===== config.mk =====
export PLATFORM = sky130hd
export DESIGN_NAME = ethernet_frame_parser
export DESIGN_NICKNAME = d
export VERILOG_FILES = /design/src/rtl/ethernet_frame_parser.sv
export SDC_FILE = /design/constraint.sdc
export NUM_CORES = 1
export LEC_CHECK = 0
export BUFFER_PORTS_ARGS = -buffer_cell sky130_fd_sc_hd__buf_2
export CORE_MARGIN = 2
export CORE_UTILIZATION = 53
export CTS_CLUSTER_SIZE = 20
export DETAILED_ROUTE_END_ITERATION = 10
export GPL_ROUTABILITY_DRIVEN = 0
export HOLD_SLACK_MARGIN = 0.05
export MAX_ROUTING_LAYER = met4
export PLACE_DENSITY_LB_ADDON = 0.3
export SLEW_MARGIN = 20
export SYNTH_ARGS = -nofsm -noshare
export SYNTH_HDL_FRONTEND = slang
export SYNTH_SLANG_ARGS = --single-unit

===== constraint.sdc =====
create_clock -name clock -period 2.2 [get_ports clock]
set_input_delay 0.66 -clock clock [delete_from_list [all_inputs] [get_ports clock]]
set_output_delay 0.66 -clock clock [all_outputs]
set_load 0.02 [all_outputs]

===== src/rtl/ethernet_frame_parser.sv =====
// Receive-side Ethernet frame parser: strips preamble/SFD, captures the
// MAC/EtherType header, checks length and CRC-32, and forwards payload
// bytes with the trailing FCS held back by a 4-byte delay line.
module ethernet_frame_parser #(
    parameter int MIN_FRAME_BYTES = 64,
    parameter int MAX_FRAME_BYTES = 1518
) (
    input  logic        clock,
    input  logic        reset,
    input  logic        enable,
    input  logic [7:0]  receive_data,
    input  logic        receive_data_valid,
    input  logic        receive_error,
    output logic        valid_packet,
    output logic        invalid_packet,
    output logic [47:0] parsed_mac_destination,
    output logic [47:0] parsed_mac_source,
    output logic [15:0] parsed_ether_type,
    output logic [10:0] frame_byte_count,
    output logic [7:0]  payload_data,
    output logic        payload_data_valid
);

    localparam int          DLY         = 4;     // FCS length in bytes
    localparam logic [31:0] CRC_POLY    = 32'hEDB88320;
    localparam logic [31:0] CRC_INIT    = 32'hFFFFFFFF;
    localparam logic [31:0] CRC_RESIDUE = 32'hDEBB20E3;
    localparam logic [10:0] CNT_MAX     = 11'h7FF;

    typedef enum logic [2:0] {
        IDLE, PREAMBLE, DEST, SOURCE, TYPE, PAYLOAD, DROP
    } state_t;

    state_t               state, state_nxt;
    logic [2:0]           fld_cnt;     // preamble bytes seen, or byte index within a header field
    logic [31:0]          crc;
    logic [10:0]          byte_cnt;
    logic                 err_seen;
    logic [47:0]          dest_sh, src_sh;
    logic [15:0]          type_sh;
    logic [DLY-1:0][7:0]  dly;         // dly[DLY-1] is the oldest byte
    logic [DLY-1:0]       vld_pipe;
    logic                 in_frame;
    logic                 frame_end;
    logic                 frame_good;

    // One byte of the reflected CRC-32, LSB first
    function automatic logic [31:0] crc_byte(input logic [31:0] c, input logic [7:0] d);
        logic [31:0] r;
        r = c ^ {24'h0, d};
        for (int i = 0; i < 8; i++)
            r = r[0] ? ((r >> 1) ^ CRC_POLY) : (r >> 1);
        return r;
    endfunction

    assign in_frame   = (state == DEST) || (state == SOURCE) || (state == TYPE) || (state == PAYLOAD);
    // Truncation before PAYLOAD can never be good
    assign frame_good = (state == PAYLOAD) && (crc == CRC_RESIDUE) && !err_seen &&
                        (byte_cnt >= 11'(MIN_FRAME_BYTES)) && (byte_cnt <= 11'(MAX_FRAME_BYTES));

    // State register
    always_ff @(posedge clock) begin
        if (reset) state <= IDLE;
        else       state <= state_nxt;
    end

    // Next-state decode and frame-end detection
    always_comb begin
        state_nxt = state;
        frame_end = 1'b0;
        case (state)
            IDLE: begin
                // A frame that starts while disabled is dropped whole
                if (receive_data_valid)
                    state_nxt = (enable && receive_data == 8'h55) ? PREAMBLE : DROP;
            end
            PREAMBLE: begin
                if (!receive_data_valid)                          state_nxt = DROP;
                else if (receive_data == 8'hD5)                   state_nxt = DEST;
                else if (receive_data == 8'h55 && fld_cnt < 3'd7) state_nxt = PREAMBLE;
                else                                              state_nxt = DROP;
            end
            DEST: begin
                if (!receive_data_valid) begin
                    state_nxt = IDLE;
                    frame_end = 1'b1;
                end else if (fld_cnt == 3'd5) state_nxt = SOURCE;
            end
            SOURCE: begin
                if (!receive_data_valid) begin
                    state_nxt = IDLE;
                    frame_end = 1'b1;
                end else if (fld_cnt == 3'd5) state_nxt = TYPE;
            end
            TYPE: begin
                if (!receive_data_valid) begin
                    state_nxt = IDLE;
                    frame_end = 1'b1;
                end else if (fld_cnt == 3'd1) state_nxt = PAYLOAD;
            end
            PAYLOAD: begin
                if (!receive_data_valid) begin
                    state_nxt = IDLE;
                    frame_end = 1'b1;
                end
            end
            DROP: begin
                if (!receive_data_valid) state_nxt = IDLE;
            end
            default: state_nxt = IDLE;
        endcase
    end

    // Per-state byte counter; the first preamble byte is consumed in IDLE
    always_ff @(posedge clock) begin
        if (reset)                  fld_cnt <= 3'd0;
        else if (state_nxt != state) fld_cnt <= (state_nxt == PREAMBLE) ? 3'd1 : 3'd0;
        else if (receive_data_valid) fld_cnt <= fld_cnt + 3'd1;
    end

    // CRC, length, error tracking and header shadow capture
    always_ff @(posedge clock) begin
        if (reset) begin
            crc      <= CRC_INIT;
            byte_cnt <= '0;
            err_seen <= 1'b0;
            dest_sh  <= '0;
            src_sh   <= '0;
            type_sh  <= '0;
        end else begin
            if (state == PREAMBLE && receive_data_valid && receive_data == 8'hD5) begin
                crc      <= CRC_INIT;
                byte_cnt <= '0;
                err_seen <= 1'b0;
            end
            if (in_frame && receive_data_valid) begin
                crc <= crc_byte(crc, receive_data);
                if (byte_cnt != CNT_MAX) byte_cnt <= byte_cnt + 11'd1;
                if (receive_error)       err_seen <= 1'b1;
            end
            if (state == DEST && receive_data_valid)   dest_sh <= {dest_sh[39:0], receive_data};
            if (state == SOURCE && receive_data_valid) src_sh  <= {src_sh[39:0], receive_data};
            if (state == TYPE && receive_data_valid)   type_sh <= {type_sh[7:0], receive_data};
        end
    end

    // Payload delay line and frame result outputs
    always_ff @(posedge clock) begin
        if (reset) begin
            dly                    <= '0;
            vld_pipe               <= '0;
            payload_data           <= '0;
            payload_data_valid     <= 1'b0;
            valid_packet           <= 1'b0;
            invalid_packet         <= 1'b0;
            parsed_mac_destination <= '0;
            parsed_mac_source      <= '0;
            parsed_ether_type      <= '0;
            frame_byte_count       <= '0;
        end else begin
            payload_data_valid <= 1'b0;
            valid_packet       <= 1'b0;
            invalid_packet     <= 1'b0;
            if (state == PAYLOAD && receive_data_valid) begin
                dly      <= {dly[DLY-2:0], receive_data};
                vld_pipe <= {vld_pipe[DLY-2:0], 1'b1};
                // Only emit once DLY newer bytes exist, so the FCS never leaks out
                if (vld_pipe[DLY-1]) begin
                    payload_data       <= dly[DLY-1];
                    payload_data_valid <= 1'b1;
                end
            end
            if (frame_end) begin
                vld_pipe         <= '0;
                frame_byte_count <= byte_cnt;
                if (frame_good) begin
                    valid_packet           <= 1'b1;
                    parsed_mac_destination <= dest_sh;
                    parsed_mac_source      <= src_sh;
                    parsed_ether_type      <= type_sh;
                end else begin
                    invalid_packet <= 1'b1;
                end
            end
        end
    end

endmodule


; ---- Word-level counts from Yosys, hierarchy flattened
; Cells that the tools add are included.
[classes]
n_eq_ne = 14
reduce_logical = 27
addsub = 2
muxes = 37
n_lt_le_gt_ge = 3
bitwise = 11
[op_table]
columns = operator, count
row1 = 32-bit two-way mux, 10
row2 = 13-bit NOT with 14-bit output, 8
row3 = 3-bit two-way mux, 14
row4 = 11-bit two-way mux, 3
row5 = "32-bit equality test, second input constant", 1
row6 = 32-bit by 8-bit bitwise XOR with 32-bit output, 1
row7 = 3-bit one-hot mux with 6 select lines, 1
row8 = 1-bit logical AND, 13
row9 = "3-bit equality test, second input constant", 4
row10 = "11-bit by 1-bit adder with 11-bit output, second input constant", 1
row11 = "11-bit by 7-bit greater-or-equal comparator with 1-bit output, second input constant", 1
row12 = "11-bit <= comparator, second input constant", 1
row13 = "11-bit != test, second input constant", 1
row14 = "3-bit by 1-bit equality test with 1-bit output, second input constant", 3
row15 = 1-bit two-way mux, 9
row16 = "8-bit by 7-bit equality test with 1-bit output, second input constant", 1
row17 = "8-bit equality test, second input constant", 1
row18 = 2-bit OR reduction, 4
row19 = "3-bit by 2-bit equality test with 1-bit output, second input constant", 2
row20 = 2-bit AND reduction, 2
row21 = 2-bit nonzero test, 2
row22 = 4-bit OR reduction, 1
row23 = "3-bit by 1-bit adder with 3-bit output, second input constant", 1
row24 = 3-bit logical NOT, 1
row25 = 5 further kinds, 8
[word_totals]
output_inout_bits = 134
in_bits = 13
wordCells = 115
regBits = 332

; ---- Longest topological paths before layout
; Gate-level depths: netlist (run 1).
[logic_depth]
ltp_word = 18
mapped_depth = 9
mapped_depth_nobuf = 7

; ---- Worst setup path before layout (run 1)
; Ideal clock, no wire load.
[synth_timing]
path_kind = input to register
from = in receive_data[7]
to = reg crc[20]
slack_ns = -0.075
n_path_buf = 1
arrival_ns = 2.205
setup_ns = 0.070
t_required_ns = 2.130
stages = 6
cell_sequence = buf_2 -> xor2_2 -> xor2_2 -> xnor2_1 -> xnor3_1 -> a21oi_1
[synth_between]
elab_chain_cells = 11
word_cells_on_any_way = 14
classes_between = eq/ne: 1 / mux: 9 / bitwise: 2 / reduce/logical: 2
[synth_lines]
columns = item, line_no
row1 = start: declaration, 11  ; input logic [7:0] receive_data,
row2 = 32-bit by 8-bit bitwise XOR with 32-bit output, 50  ; r = c ^ {24'h0, d};
row3 = 32-bit two-way mux, 52  ; r = r[0] ? ((r >> 1) ^ CRC_POLY) : (r >> 1);
row4 = 13-bit NOT with 14-bit output (no line), -
row5 = 32-bit two-way mux (7 in series), 52
row6 = 32-bit two-way mux, 136  ; if (in_frame && receive_data_valid) begin
row7 = end signal: assignment, 137  ; crc <= crc_byte(crc, receive_data);
row8 = end: declaration, 36  ; logic [31:0] crc;
; Several ways; a longest one is shown, not always the timed one.
; A chain may end at the register's enable or synchronous reset.

; ---- Worst setup path in the final report (run 1)
[layout_timing]
from = reg crc[8]
to = reg parsed_mac_destination[28]
[layout_between]
elab_chain_cells = 6
[layout_lines]
columns = item, line_no
row1 = 32-bit equality test, 58  ; assign frame_good = (state == PAYLOAD) && (crc == CRC_RESIDUE) && !err_seen &&
row2 = 1-bit logical AND (3 in series), 58
row3 = 1-bit logical AND, 59  ; (byte_cnt >= 11'(MIN_FRAME_BYTES)) && (byte_cnt <= 11'(MAX_FRAME_BYTES));
row4 = 2-bit AND reduction (no line), -
row5 = end signal: assignment, 178  ; parsed_mac_destination <= dest_sh;
row6 = end: declaration, 16  ; output logic [47:0] parsed_mac_destination,
; Every way passes these cells.

==> metrics.md, run 1 <==
| Metric | Value |
|---|---|
| Status | `finished, violations left` |
| Failing checks | `setup timing` |
| Vias | `12940` |
| Core box area | `25910 um^2` |
| Post-Synthesis Net Count | `1666` |
| Pwr/cell area | `818.4 nW/um^2` |
| Cell count of the worst reg-to-reg path | `7` |
| Starting Density | `53.82%` |
| Leak | `6.225 nW` |
| # DRC | `0` |
| Fillers | `2087` |
| Comb power frac | `15.6%` |
| Worst setup EP type | `flip-flop` |
| RSZ-0062 raised after global routing | `yes` |
| Worst min-delay path class | `input port to flip-flop` |
| Antenna cell count | `0` |
| CP dominant cell by count | `clkbuf_16` |
| Fraction of registers with async set/reset | `0%` |
| Main flop type after synthesis | `dfxtp_1` |
| Largest stage delay, worst path | `0.55 ns` |
| Pin count of the biggest net entering global routing | `94` |
| Design area | `17290 um^2` |
| Row Count | `59` |
| YS warnings | `0` |
| Clk_lat worst skew | `0.52 ns` |
| Final cell count without fillers | `2137` |
| Crit Path Category | `flip-flop to flip-flop` |
| FMAX | `0.4279 GHz` |
| Switch Pwr | `3.627 mW` |
| #FFs+latches synth | `332` |
| Drt pass-1 iters | `6` |
| Die Width | `166.2 um` |
| EDFF count, synth | `0` |
| GRT Total Usage | `26.95%` |
| Critical path depth | `7` |
| Boundary pin count | `147` |
| Layout area overhead | `23.95%` |
| Family with the most delay on the worst path | `simple AND/OR/NAND/NOR gates` |
| Clock sinks | `332` |
| Gr busiest metal | `met2` |
| Data required, critical path | `2.64 ns` |
| Worst path slowest cell | `or4b_4` |
| Max-cap violation count | `0` |
| Setup violators final | `98` |
| Share of cells above drive strength 1 | `22.48%` |
| Core Util, Final | `66.72%` |
| Antenna Violating Nets Remaining | `0` |
| Nets | `1798` |
| Placed Cells | `2061` |
| Tmin final | `2.337 ns` |
| DP Area | `15460 um^2` |
| Place WS | `-0.2659 ns` |
| Buf/Inv on CP | `2` |
| Layout Skew | `0.01559 ns` |
| Iter 0 DRT Violations | `1536` |
| Vias in the first global route | `11690` |
| Syn Inst Count | `1649` |
| Max Buffers Root-to-Sink | `3` |
| Total gr overflow | `0` |
| CTS tree | `built` |
| Post-Syn Area | `13950 um^2` |
| Clock share of power | `40.1%` |
| Internal | `10.52 mW` |
| Actual slew at the worst max-slew pin | `0.6581 ns` |
| Die Area | `27630 um^2` |
| GR Util met2 | `43.91%` |
| Initial antenna violation count | `0` |
| Post-Route WL | `40.31 mm` |
| Worst slew margin | `56.13%` |
| First-pass GRT wire length | `60.56 mm` |
| H-tree Lvls | `2` |
| DP HPWL | `23.63 mm` |
| Final Hold Fails | `0` |
| GR Layer Usage met3 | `3.599%` |
| Distinct cells, synth | `67` |
| Clk pin slew, worst setup/hold paths | `0.06 ns` |
| Syn_area_per_cell | `8.457 um^2` |
| Fin Setup TNS | `-2.586 ns` |
| Die H | `166.2 um` |
| Startpoint Class | `flip-flop` |
| Switching share of power | `25.64%` |
| Met1 Use GR | `34.66%` |
| Seq/Total Area, Yosys | `47.66%` |
| Final worst-path cycle share | `106.2%` |
| CTS Buf Count | `35` |
| Max-slew violations | `0` |
| Final worst setup slack | `-0.1370 ns` |
| Worst path cell trace | `or4b_4, nor4b_4, and4_4, clkbuf_16, clkbuf_16, nand4_1, a21oi_1` |
| Flop pwr share | `44.2%` |
| # hold bufs at CTS | `0` |
| IO buf count | `146` |
| CP max FO | `11` |
| Hold path depth | `3` |
| Max rail drop VDD | `629.4 uV` |
| CP arrival | `2.78 ns` |
| Vias per cell | `6.057` |
| CTS Root Cell | `clkbuf_16` |
| Drt wl/cell | `18.86 um` |
-- cell usage in the layout (no fill, tap or decap), types with 4 or more instances in the layout --
cell	Yosys	routed
o31ai_1	112	51
inv_1	5	5
o21bai_1	7	7
ha_1	4	4
nand4_1	117	117
clkbuf_1	139	7
xnor2_1	40	39
nand3_1	17	17
nor3_1	18	16
nand3b_1	4	4
and2_1	5	4
o22ai_1	15	15
clkbuf_8	0	5
nand2_1	339	338
dfxtp_1	332	330
o31ai_2	0	58
clkbuf_16	0	44
o21ai_0	8	8
buf_12	0	22
or3_1	8	8
a21oi_1	294	292
xnor2_2	4	5
buf_2	16	145
buf_6	8	8
nand4b_1	5	5
xor2_1	12	12
clkinv_2	0	6
xnor3_1	12	12
a31oi_1	5	5
nor2_1	40	38
nand2b_1	20	20
buf_4	0	74
-- power groups by stage --
stage	logic, mW	registers, mW	clock network (mW)
floorplan	1.49	6.35	0
global placement	2.10	6.38	0
detailed placement	2.14	6.38	0
CTS	2.16	6.25	5.75
global route	2.35	6.27	6.02
finish	2.21	6.26	5.68
-- tightest hold or removal path: cells and delay by family --
family          cells  cell delay, ns
simple gates        1            0.08
buf+inv             1            0.08
compound gates      1            0.07
-- synth_stat cells, types with 3 or more instances --
library cell | count | area (um^2)
a31oi_1 | 5 | 31.28
xnor2_2 | 4 | 65.06
o22ai_1 | 15 | 93.84
xnor3_1 | 12 | 270.3
nand2b_1 | 20 | 125.1
nor3_1 | 18 | 90.09
nor3b_1 | 3 | 22.52
nand2_1 | 339 | 1272
dfxtp_1 | 332 | 6646
nor2_1 | 40 | 150.1
o31ai_1 | 112 | 840.8
o21ai_0 | 8 | 40.04
nand3_1 | 17 | 85.08
buf_6 | 8 | 90.09
ha_1 | 4 | 50.05
clkbuf_1 | 139 | 521.8
nor4_1 | 3 | 18.77
mux2i_1 | 3 | 30.03
and2_1 | 5 | 31.28
or2_2 | 3 | 18.77
o21bai_1 | 7 | 52.55
a21o_1 | 3 | 22.52
buf_1 | 3 | 11.26
buf_2 | 16 | 80.08
inv_1 | 5 | 18.77
nand4b_1 | 5 | 43.79
nand4_1 | 117 | 732.0
or3_1 | 8 | 50.05
a21oi_1 | 294 | 1471
xnor2_1 | 40 | 350.3
xor2_2 | 3 | 48.80
xor2_1 | 12 | 105.1
nand3b_1 | 4 | 30.03
-- stage by stage --
| stage | hold slack [ns] | power, mW |
|---|---|---|
| 2_1_floorplan | 0.4321 | 7.838 |
| 3_3_place_gp | 0.4410 | 8.475 |
| 3_5_place_dp | 0.4446 | 8.527 |
| 4_1_cts | 0.4063 | 14.17 |
| 5_1_grt | 0.4194 | 14.64 |
| 6_report | 0.4114 | 14.15 |
-- flip-flops by register name, summed over array words and instances (netlist names) --
signal and cells:
parsed_mac_destination 48, type_sh 16, payload_data_valid 1, crc 32
frame_byte_count 11, state 3, valid_packet 1, byte_cnt 11
fld_cnt 3, dest_sh 48, parsed_mac_source 48, err_seen 1
invalid_packet 1, payload_data 8, src_sh 48, parsed_ether_type 16
vld_pipe 4, dly 32
-- final cells by class --
cell class / count / area, um^2 / share of cell area [%]
clock buffers: 48 / 996.0 / 5.761
clock inverters: 10 / 92.59 / 0.5356
inverters: 5 / 18.77 / 0.1086
multi-input cells: 1146 / 7014 / 40.58
flip-flops and latches: 332 / 6649 / 38.46
well taps: 335 / 419.2 / 2.425
repair buffers: 261 / 2097 / 12.13
-- repair_timing --
action / CTS / global route
gates cloned: 1 / 14
buffers inserted: 1 / 2
pin swaps: 4 / 39
setup endpoints to repair: 112 / 116
gates resized for setup: 12 / 72
-- path summary, 6_finish.rpt --
check / end / slack, ns / startpoint
worst min register to register: frame_byte_count[4]$_SDFFE_PP0P_ / 0.45 / frame_byte_count[4]$_SDFFE_PP0P_
worst min-delay path: err_seen$_SDFF_PP0_ / 0.41 / receive_error
worst max register to register: parsed_mac_destination[28]$_SDFFE_PP0P_ / -0.14 / crc[8]$_SDFFE_PP1P_
worst max-delay path: parsed_mac_destination[28]$_SDFFE_PP0P_ / -0.14 / crc[8]$_SDFFE_PP1P_
-- logic make-up (layout without fill, tap and decap cells) --
group,Yosys count,after routing,synth area share (%)
simple gates,602,602,20.57
xor+xnor,74,74,6.558
fa+ha+maj,4,4,0.3589
compound gates,463,463,19.46
flops,332,332,47.66
mux,3,3,0.2153
buf+inv,171,324,5.177
-- metal layers --
layer	share of wire (%)	vias to the layer above
met5	0	-
met4	3.3	0
met3	5.7	106
met2	48	502
met1	43	6247
li1	-	6089
Note: power is estimated with default switching activity, not from simulation.
==> inputs of run 2 (changes only) <==
- CTS_BUF_LIST: unset -> sky130_fd_sc_hd__clkbuf_4 sky130_fd_sc_hd__clkbuf_8 sky130_fd_sc_hd__clkbuf_16
==> metrics.md, run 2 (synthesis results as in run 1) <==
| Metric | Value |
|---|---|
| Vias per cell | `6.041 (was 6.057)` |
| Buf/Inv on CP | `2 (unchanged)` |
| Max-slew violations | `0 (unchanged)` |
| Starting Density | `53.82% (unchanged)` |
| GR Util met2 | `43.80% (was 43.91%)` |
| Startpoint Class | `flip-flop (unchanged)` |
| Most common cell after layout, fill and taps aside | `nand2_1 (unchanged)` |
| Final cell count without fillers | `2137 (unchanged)` |
| IO buf count | `146 (unchanged)` |
| Final worst setup slack | `-0.1531 ns (was -0.1370 ns)` |
| Cell count of the worst reg-to-reg path | `7 (unchanged)` |
| Status | `finished, violations left (unchanged)` |
| Met1 Use GR | `34.71% (was 34.66%)` |
| Placed Cells | `2061 (unchanged)` |
| CP max FO | `11 (unchanged)` |
| Max rail drop VDD | `627.3 uV (was 629.4 uV)` |
| Drt pass-1 iters | `5 (was 6)` |
| First-pass GRT wire length | `60.51 mm (was 60.56 mm)` |
| CP dominant cell by count | `clkbuf_16 (unchanged)` |
| FMAX | `0.4250 GHz (was 0.4279 GHz)` |
| Largest stage delay, worst path | `0.55 ns (about the same)` |
| Layout area overhead | `24.14% (was 23.95%)` |
| Clk pin slew, worst setup/hold paths | `0.06 ns (about the same)` |
| CTS tree | `built (unchanged)` |
| Max-cap violation count | `0 (unchanged)` |
| Die H | `166.2 um (unchanged)` |
| Worst path cell trace | `or4b_4, nor4b_4, and4_4, clkbuf_16, clkbuf_16, nand4_1, a21oi_1 (unchanged)` |
| CP arrival | `2.79 ns (was 2.78 ns)` |
| Vias in the first global route | `11680 (was 11690)` |
| Commonest cells after routing, fill and taps aside | `nand2_1, dfxtp_1, a21oi_1 (unchanged)` |
| Worst hold margin | `0.4082 ns (was 0.4114 ns)` |
| Failing checks | `setup timing (unchanged)` |
| GR Layer Usage met3 | `3.599% (unchanged)` |
| Tmin final | `2.353 ns (was 2.337 ns)` |
| Final worst-path cycle share | `107.0% (was 106.2%)` |
| FF-to-FF Start | `crc[8]$_SDFFE_PP1P_ (unchanged)` |
| Worst Min Path Start | `receive_error (unchanged)` |
| Iter 0 DRT Violations | `1544 (was 1536)` |
| Die Area | `27630 um^2 (unchanged)` |
| Setup violators final | `98 (unchanged)` |
| RSZ-0062 raised after global routing | `yes (unchanged)` |
| Flop pwr share | `43.9% (was 44.2%)` |
| Critical path origin | `crc[8]$_SDFFE_PP1P_ (unchanged)` |
| Max Buffers Root-to-Sink | `3 (unchanged)` |
| Gr busiest metal | `met2 (unchanged)` |
| Clock share of power | `40.6% (was 40.1%)` |
| # DRC | `0 (unchanged)` |
| Initial antenna violation count | `0 (unchanged)` |
| Worst setup EP type | `flip-flop (unchanged)` |
| Clock sinks | `332 (unchanged)` |
| GRT Total Usage | `26.93% (was 26.95%)` |
| Switch Pwr | `3.643 mW (was 3.627 mW)` |
| Pwr/cell area | `823.1 nW/um^2 (was 818.4 nW/um^2)` |
| Switching share of power | `25.57% (was 25.64%)` |
| Vias | `12910 (was 12940)` |
| Clk_lat worst skew | `0.52 ns (about the same)` |
| Core box area | `25910 um^2 (unchanged)` |
| Fillers | `2082 (was 2087)` |
| Worst min-delay path class | `input port to flip-flop (unchanged)` |
| Comb power frac | `15.5% (was 15.6%)` |
| Data required, critical path | `2.64 ns (about the same)` |
| Die Width | `166.2 um (unchanged)` |
| Total power | `14.25 mW (was 14.15 mW)` |
| Hold path depth | `3 (unchanged)` |
| Antenna cell count | `0 (unchanged)` |
| Critical path depth | `7 (unchanged)` |
| Actual slew at the worst max-slew pin | `0.6564 ns (was 0.6581 ns)` |
| Crit Path Category | `flip-flop to flip-flop (unchanged)` |
| Total gr overflow | `0 (unchanged)` |
| Boundary pin count | `147 (unchanged)` |
| Share of cells above drive strength 1 | `22.86% (was 22.48%)` |
| CTS Root Cell | `clkbuf_16 (unchanged)` |
| Pin count of the biggest net entering global routing | `94 (unchanged)` |
| Family with the most delay on the worst path | `simple AND/OR/NAND/NOR gates (unchanged)` |
| Drt wl/cell | `18.98 um (was 18.86 um)` |
| Nets | `1798 (unchanged)` |
| CTS Buf Count | `35 (unchanged)` |
| H-tree Lvls | `2 (unchanged)` |
| Worst slew margin | `56.24% (was 56.13%)` |
| Row Count | `59 (unchanged)` |
| Antenna Violating Nets Remaining | `0 (unchanged)` |
| DP HPWL | `23.63 mm (unchanged)` |
| Leak | `6.249 nW (was 6.225 nW)` |
| Internal | `10.61 mW (was 10.52 mW)` |
| # hold bufs at CTS | `0 (unchanged)` |
| Layout Skew | `0.01615 ns (was 0.01559 ns)` |
| Final Hold Fails | `0 (unchanged)` |
| Post-Route WL | `40.57 mm (was 40.31 mm)` |
| Core Util, Final | `66.82% (was 66.72%)` |
| Worst path slowest cell | `or4b_4 (unchanged)` |
==> run 2: timing repair <==
item / CTS / global route
setup buffers: 1 / 2
cloned: 1 / 14
pin swaps: 4 / 37
gates resized for setup: 12 / 72
endpoints found under the setup margin: 112 / 116
==> run 2: worst min-delay path, stage by stage <==
cell and delay (ns):
buf_2 0.08, a22oi_1 0.07, nor2_1 0.08
==> run 2: power by group through the flow <==
stage,Clock (mW),Sequential (mW),Combinational (mW)
detailed placement,0,6.38,2.14
global route,6.11,6.27,2.35
CTS,5.84,6.25,2.16
floorplan,0,6.35,1.49
global placement,0,6.38,2.10
finish,5.78,6.26,2.21
==> run 2: final cells by class <==
type	count	area (um^2)	share of cell area (%)
Multi-Input combinational cell	1146	7014	40.51
Sequential cell	332	6649	38.40
Tap cell	335	419.2	2.421
Clock inverter	10	92.59	0.5348
Inverter	5	18.77	0.1084
Clock buffer	48	1022	5.904
Timing Repair Buffer	261	2097	12.11
==> run 2: routing by layer <==
layer,vias to the layer above,routed length (um)
met3,110,2532
met5,-,0
met1,6217,17220
li1,6078,-
met2,505,19410
met4,0,1408
==> run 2: per-stage QoR <==
step | setup WS (ns) | TNS (ns) | cell area (um^2)
final | -0.1531 | -2.371 | 17310
after global routing | -0.1839 | -11.20 | 17310
after CTS | -0.01184 | -0.03445 | 16660
after detailed placement | -0.2659 | -8.044 | 15460
after global placement | -0.1909 | -1.430 | 15460
after floorplan | 0.003577 | 0 | 13980
==> run 2: worst paths after layout <==
| check | end | slack, ns |
|---|---|---|
| worst max-delay path | parsed_mac_destination[28]$_SDFFE_PP0P_ | -0.15 |
| worst min-delay path | err_seen$_SDFF_PP0_ | 0.41 |
| worst min register to register | frame_byte_count[4]$_SDFFE_PP0P_ | 0.45 |
| worst max register to register | parsed_mac_destination[28]$_SDFFE_PP0P_ | -0.15 |
